## config.mk

```make
export PLATFORM = sky130hd
export DESIGN_NAME = pipe_reg_chain_flat
export DESIGN_NICKNAME = d
export VERILOG_FILES = /design/src/rtl/pipe_reg_chain_if.sv /design/src/rtl/pipe_reg_chain.sv /design/src/flat_wrapper.sv
export SDC_FILE = /design/constraint.sdc
export NUM_CORES = 1
export LEC_CHECK = 0
export ABC_AREA = 1
export CORE_MARGIN = 2
export CORE_UTILIZATION = 35
export DETAILED_ROUTE_END_ITERATION = 7
export RECOVER_POWER = 50
export SLEW_MARGIN = 40
export SYNTH_ARGS = -nofsm -noshare
export SYNTH_HDL_FRONTEND = slang
export SYNTH_SLANG_ARGS = --single-unit
```

## constraint.sdc

```tcl
create_clock -name clk -period 3 [get_ports clk]
set_clock_uncertainty 0.1 [all_clocks]
set_input_delay 0.9 -clock clk [delete_from_list [all_inputs] [get_ports clk]]
set_output_delay 0.9 -clock clk [all_outputs]
set_load 0.02 [all_outputs]
```

## src/rtl/pipe_reg_chain_if.sv

```systemverilog
// Ready/valid handshake bundle for one end of pipe_reg_chain.
// The master drives valid and data. The slave drives ready.
interface pipe_reg_chain_if #(
    parameter int WIDTH = 64
);
    logic             valid;
    logic [WIDTH-1:0] data;
    logic             ready;

    modport master (output valid, output data, input ready);
    modport slave  (input valid, input data, output ready);
endinterface

```

## src/rtl/pipe_reg_chain.sv

```systemverilog
// pipe_reg_chain: WIDTH-bit, DEPTH-stage elastic register chain with bubble
// collapse, global stall (enable), ready/valid on both ends and occupancy.
// Optional feature macro: PIPE_REG_FLUSH_EN adds a synchronous flush port.

// One register stage: a valid bit plus a data word that only loads valid data.
module pipe_reg_stage #(
    parameter int WIDTH = 64
) (
    input  logic             clk,
    input  logic             reset_n,
    input  logic             load,
    input  logic             clr,
    input  logic             src_v,
    input  logic [WIDTH-1:0] src_d,
    output logic             v,
    output logic [WIDTH-1:0] d
);
    // Clear drops only the valid bit; the data word keeps its last value.
    always_ff @(posedge clk or negedge reset_n) begin
        if (!reset_n) begin
            v <= 1'b0;
            d <= '0;
        end else if (clr) begin
            v <= 1'b0;
        end else if (load) begin
            v <= src_v;
            if (src_v) d <= src_d;
        end
    end
endmodule

module pipe_reg_chain #(
    parameter int WIDTH = 64,
    parameter int DEPTH = 4
) (
    input  logic                         clk,
    input  logic                         reset_n,
    input  logic                         enable,
`ifdef PIPE_REG_FLUSH_EN
    input  logic                         flush,
`endif
    pipe_reg_chain_if.slave              up,
    pipe_reg_chain_if.master             dn,
    output logic [$clog2(DEPTH+1)-1:0]   count
);
    localparam int CW = $clog2(DEPTH + 1);

    logic                        flush_i;
    logic                        go;
    logic [DEPTH-1:0]            v;
    logic [DEPTH-1:0][WIDTH-1:0] d;
    logic [DEPTH-1:0]            src_v;
    logic [DEPTH-1:0][WIDTH-1:0] src_d;
    logic [DEPTH-1:0]            rdy;
    logic                        in_fire;
    logic                        out_fire;

`ifdef PIPE_REG_FLUSH_EN
    assign flush_i = flush;
`else
    assign flush_i = 1'b0;
`endif

    assign go = enable & ~flush_i;

    // Stage i is fed by stage i-1. Stage 0 is fed by the upstream port.
    always_comb begin
        src_v    = '0;
        src_d    = '0;
        src_v[0] = up.valid;
        src_d[0] = up.data;
        for (int i = 1; i < DEPTH; i++) begin
            src_v[i] = v[i-1];
            src_d[i] = d[i-1];
        end
    end

    // Stage i can move when downstream is ready or any stage at or after i
    // is empty. This is the unrolled form of rdy[i] = ~v[i] | rdy[i+1].
    always_comb begin
        logic acc;
        rdy = '0;
        acc = dn.ready;
        for (int i = DEPTH - 1; i >= 0; i--) begin
            acc    = acc | ~v[i];
            rdy[i] = acc;
        end
    end

    for (genvar g = 0; g < DEPTH; g++) begin : g_stage
        pipe_reg_stage #(.WIDTH(WIDTH)) u_stage (
            .clk     (clk),
            .reset_n (reset_n),
            .load    (go & rdy[g]),
            .clr     (flush_i),
            .src_v   (src_v[g]),
            .src_d   (src_d[g]),
            .v       (v[g]),
            .d       (d[g])
        );
    end

    // The reset_n term keeps the upstream port closed while reset is held.
    assign up.ready = reset_n & go & rdy[0];
    assign dn.valid = v[DEPTH-1] & go;
    assign dn.data  = d[DEPTH-1];

    assign in_fire  = up.valid & up.ready;
    assign out_fire = dn.valid & dn.ready;

    // Occupancy tracks accepted minus delivered entries. Flush empties it.
    always_ff @(posedge clk or negedge reset_n) begin
        if (!reset_n) begin
            count <= '0;
        end else if (flush_i) begin
            count <= '0;
        end else if (in_fire && !out_fire) begin
            count <= count + CW'(1);
        end else if (out_fire && !in_fire) begin
            count <= count - CW'(1);
        end
    end
endmodule

```

## src/flat_wrapper.sv

```systemverilog
// flat-port wrapper written by rule: the top's interface ports become plain ports
module pipe_reg_chain_flat 
#(
    parameter int WIDTH = 64,
    parameter int DEPTH = 4
)
  (clk, reset_n, enable, count, up_valid, up_data, up_ready, dn_valid, dn_data, dn_ready);
  pipe_reg_chain_if #(.WIDTH(WIDTH)) up_i ();
  pipe_reg_chain_if #(.WIDTH(WIDTH)) dn_i ();
  input  logic clk;
  input  logic reset_n;
  input  logic enable;
  output logic [$clog2(DEPTH+1)-1:0] count;
  input wire logic [$bits(up_i.valid)-1:0] up_valid;
  input wire logic [$bits(up_i.data)-1:0] up_data;
  output wire logic [$bits(up_i.ready)-1:0] up_ready;
  output wire logic [$bits(dn_i.valid)-1:0] dn_valid;
  output wire logic [$bits(dn_i.data)-1:0] dn_data;
  input wire logic [$bits(dn_i.ready)-1:0] dn_ready;
  assign up_i.valid = up_valid;
  assign up_i.data = up_data;
  assign up_ready = up_i.ready;
  assign dn_valid = dn_i.valid;
  assign dn_data = dn_i.data;
  assign dn_i.ready = dn_ready;
  pipe_reg_chain #(.WIDTH(WIDTH), .DEPTH(DEPTH)) u_core (.clk(clk), .reset_n(reset_n), .enable(enable), .up(up_i), .dn(dn_i), .count(count));
endmodule
```

; ---- Word-level counts from Yosys, hierarchy flattened
; Cells that the tools add are included.
[word_totals]
wordCells = 39
out_inout_bits = 69
register_bits = 263
inputBits = 69
[classes]
reduce_logical = 9
bitwise = 17
muxes = 2
add_sub_neg = 2
[op_table]
columns = op, n
row1 = 1-bit AND, 9
row2 = 2-bit AND reduction, 4
row3 = 3-bit two-way mux, 2
row4 = 1-bit NOT, 4
row5 = 1-bit bitwise OR, 4
row6 = "3-bit by 1-bit adder with 3-bit output, second input constant", 1
row7 = "3-bit by 1-bit subtractor with 3-bit output, second input constant", 1
row8 = 1-bit logical AND, 2
row9 = 1-bit zero test, 2
row10 = 2-bit nonzero test, 1

; ---- Depth between registers and ports, before layout
[depth]
word_depth = 11
depth_mapped = 14

; ---- Modules after synthesis
; Synthesis repeated with hierarchy kept, for this count alone.
[hier_totals]
hier_cells = 1195
area_unflattened_um2 = 11116.9
[modules_own_cells]
columns = mod, seq_area_each_um2, n_inst, area_each_um2, cells_each
row1 = pipe_reg_stage, 1626.6, 4, 2712.6, 289
row2 = pipe_reg_chain, 75.1, 1, 266.5, 39

; ---- Worst setup path after synthesis
; No wires, ideal clock.
[synth_path]
path_type = input-to-reg
from = input port dn_ready
to = register u_core.count[1]
arrival_ps = 2547
required_time_ps = 2775
cell_stages = 12
setup_slack_ps = 228
path_buffers = 2
path_cell_list = inv_1 -> nand3_1 -> nand2_2 -> nand3_1 -> nand2_1 -> buf_4 -> buf_6 -> nor2_1 -> ha_1 -> inv_1 -> fa_1 -> mux2_2
[synth_via]
elab_chain_len = 9
[synth_lines]
columns = item, line_no
row1 = start: declaration, flat_wrapper.sv:19  ; input wire logic [$bits(dn_i.ready)-1:0] dn_ready;
row2 = 1-bit bitwise OR (4 in series), pipe_reg_chain.sv:85  ; acc = acc | ~v[i];
row3 = 1-bit AND, pipe_reg_chain.sv:104  ; assign up.ready = reset_n & go & rdy[0];
row4 = 1-bit AND, pipe_reg_chain.sv:108  ; assign in_fire = up.valid & up.ready;
row5 = 1-bit zero test, pipe_reg_chain.sv:119  ; end else if (out_fire && !in_fire) begin
row6 = 1-bit logical AND, pipe_reg_chain.sv:119
row7 = 2-bit nonzero test (no source line), n/a
row8 = end signal: assignment, pipe_reg_chain.sv:118  ; count <= count + CW'(1);
row9 = end signal: assignment, pipe_reg_chain.sv:120  ; count <= count - CW'(1);
row10 = end: declaration, pipe_reg_chain.sv:44  ; output logic [$clog2(DEPTH+1)-1:0] count
; Several ways; a longest one is shown, not always the timed one.
; A chain may end at the register's enable or synchronous reset.

; ---- Worst setup path after layout
[layout_path]
from = input port dn_ready
to = output port up_ready
[layout_via]
elab_chain_len = 5
[layout_lines]
columns = item, line_no
row1 = 1-bit bitwise OR (4 in series), pipe_reg_chain.sv:85
row2 = 1-bit AND, pipe_reg_chain.sv:104
row3 = end: declaration, flat_wrapper.sv:16  ; output wire logic [$bits(up_i.ready)-1:0] up_ready;
; No other way between the ends.

==> results.ini <==
[outcome]
status = completed

[detailed_routing]
via_count = 7730
detail_route.wirelength_um = 23800
first_pass_iters = 4
viasPerCell = 4.61
drc = 0
drt_iter0_drc = 408
postRouteAntennaNets = 0
drt-wirelength-per-cell_um = 14.2

[placement]
io_buffers = 137
dp_hpwl_um = 15000
place.detailed.instances = 1626
post-place-ws_ns = -0.385
post_dp_cell_area_mm2 = 0.0121
place_congestion = 0.750

[timing]
worst_pin_slew_ns = 1.47
slew_headroom_pct = 2.10
worst_slack_ns = 0.0871
period_needed_ns = 2.91
layout_worst_path_cycle_share_pct = 97.1
setup_viol = 0
rsz0062_at_grt = no
fmax_mhz = 343
drv_slew = 0
hold_viol = 0

[clocking]
clk_path_buf_depth = 3
cts_setup_buffers = 0
numCtsBuffers = 28
root_buffer = clkbuf_16
htree_levels = 1
clock-sinks = 263
cts.clk_slew.worst_paths_ns = 0.06
tritoncts = yes
clock_latency_ns = 0.53

[setup_path]
worstPathCellList = clkdlybuf4s50_1 -> inv_1 -> nand3_1 -> nand2_2 -> a31oi_1 -> clkbuf_2
max_stage_delay_ns = 0.48
required_ns = 2.00
path_max_fanout = 2
start_kind = input pin
crit_type = input pin to primary output
cp_slowest_cell = clkdlybuf4s50_1
crit_arrival_ns = 1.91
critPathCaptureType = primary output

[power_and_ir_drop]
p_leak_nw = 6.75
max-vdd-ir-drop_mv = 0.374
power_density_mw_per_mm2 = 990

[synthesis]
yosys.cell_types.count = 20
synth_nets = 1285
synthTopCellsByArea = dfrtp_1 (60%), nand2_1 (18%), nand3_1 (12%)
yosysWarningCount = 0
ys_seq_elements = 263
synth_top_area_share_pct = 60.4
yosysSeqAreaShare_pct = 60.4
netlist_area_mm2 = 0.0109
yosysTopAreaCell = dfrtp_1
synth_cells = 1214
synth.avg_cell_area_um2 = 8.97

[global_routing]
track_usage_pct = 14.9
overflow = 0
grt_pass1_wl_um = 40500
grt_pass1_vias = 7961
antenna_found_initial = 0
grt_max_degree = 151

[die]
die_y_um = 180
die_w_um = 180
rows = 64
dieArea_mm2 = 0.0325
start_util_pct = 35.6
core_region_area_mm2 = 0.0306
ios = 138

[final_layout]
fin_area_mm2 = 0.0131
synthToLayoutAreaGrowth_pct = 20.0
fin_cells = 1676
layout-drive-gt1-share_pct = 6.72
num-fill-cells = 3109
insertedDiodeCount = 0
nets = 1332
finish.utilization_pct = 42.7

[worst_hold_path]
hp-class = flip-flop to flip-flop

[flow_run]
drv_cap = 0

## metal layers
metal	global-route usage, %	share of wire, %	up-vias
li1	-	-	3910
met1	20.1	46	3627
met2	24.6	47	153
met3	2.43	4.4	40
met4	4.35	2.2	0
met5	0	0	-
## critical path: cells and delay by family
kind	cells	cell delay, ns
compound gates	1	0.14
simple gates	2	0.14
buf+inv	3	0.74
## sequential cells by signal, summed over array words and instances (netlist names)
register	cells
u_core.g_stage.u_stage.d	256
u_core.g_stage.u_stage.v	4
u_core.count	3
## cells in the final DEF (no fill, tap or decap), types with 2 or more instances in the layout
master	netlist	routed
clkbuf_8	0	7
nand3_1	258	257
nand2_2	1	5
clkbuf_1	25	5
bufinv_16	0	2
buf_4	76	20
dfrtp_1	263	260
xnor2_1	2	2
inv_1	7	7
clkdlybuf4s50_1	0	132
clkbuf_2	0	4
buf_12	0	5
dfrtp_2	0	3
clkinv_2	0	5
o21ai_0	4	4
nand2_1	523	519
clkbuf_16	0	29
## final timing paths
kind	slack, ns	cells past startpoint	startpoint	end
worst max register to register	0.77	5	u_core.g_stage[3].u_stage.v	u_core.g_stage[3].u_stage.d[39]
max in group asynchronous	0.49	4	reset_n	u_core.g_stage[2].u_stage.v
worst min-delay path	0.37	2	u_core.g_stage[3].u_stage.d[43]	u_core.g_stage[3].u_stage.d[43]
min in group asynchronous	0.73	2	reset_n	u_core.g_stage[1].u_stage.d[36]
worst min register to register	0.37	2	u_core.g_stage[3].u_stage.d[43]	u_core.g_stage[3].u_stage.d[43]
worst max-delay path	0.09	6	dn_ready	up_ready
## where the power goes
group	internal (W)	leakage, nW	switching [W]
Clock	0.00210	0.466	0.00136
Sequential	0.00495	3.34	0.000795
Combinational	0.00159	2.94	0.00215
## final cells by class
cell class                 instances  area [um^2]  share of cell area [%]
timing repair buffer             165         1630                    12.5
clock inverter                     8         93.8                   0.718
inverter                           8         30.0                   0.230
clock buffer                      41          841                    6.43
multi-input combinational        795         3390                    25.9
sequential                       263         6590                    50.4
tap                              396          495                    3.79
## per-stage QoR
stage | total power, W | TNS (ns) | hold slack [ns]
3_3_place_gp | 0.00951 | -0.691 | 0.354
2_1_floorplan | 0.00851 | 0 | 0.343
4_1_cts | 0.0131 | -0.0845 | 0.372
5_1_grt | 0.0139 | 0 | 0.385
3_5_place_dp | 0.00962 | -0.908 | 0.358
6_report | 0.0129 | 0 | 0.367
## cell families (layout without fill, tap and decap cells)
group                      after synthesis  after routing  synth area share [%]
xor gates and xnor gates                 2              2                 0.161
buffers and inverters                  156            222                  8.68
adders and majority gates                2              2                 0.299
and+or+nand+nor                        783            783                  30.0
DFF                                    263            263                  60.4
AOI/OAI and AO/OA                        7              7                 0.356
muxes                                    1              1                 0.103
## Yosys cell counts
master	number
a21oi_1	1
o21ai_0	4
dfrtp_1	263
inv_2	1
a31oi_1	1
nor2_1	1
mux2_2	1
buf_2	36
fa_1	1
buf_4	76
xnor2_1	2
nand2_1	523
a21boi_1	1
clkbuf_1	25
buf_1	7
buf_6	4
nand3_1	258
ha_1	1
nand2_2	1
inv_1	7
## what timing repair did
action	4_1_cts	5_1_grt
gates resized for setup	3	4
hold buffers	0	0
setup endpoints to repair	2	2
pin swaps	0	0
hold endpoints to repair	0	0
Note: power is estimated with default switching activity, not from simulation.
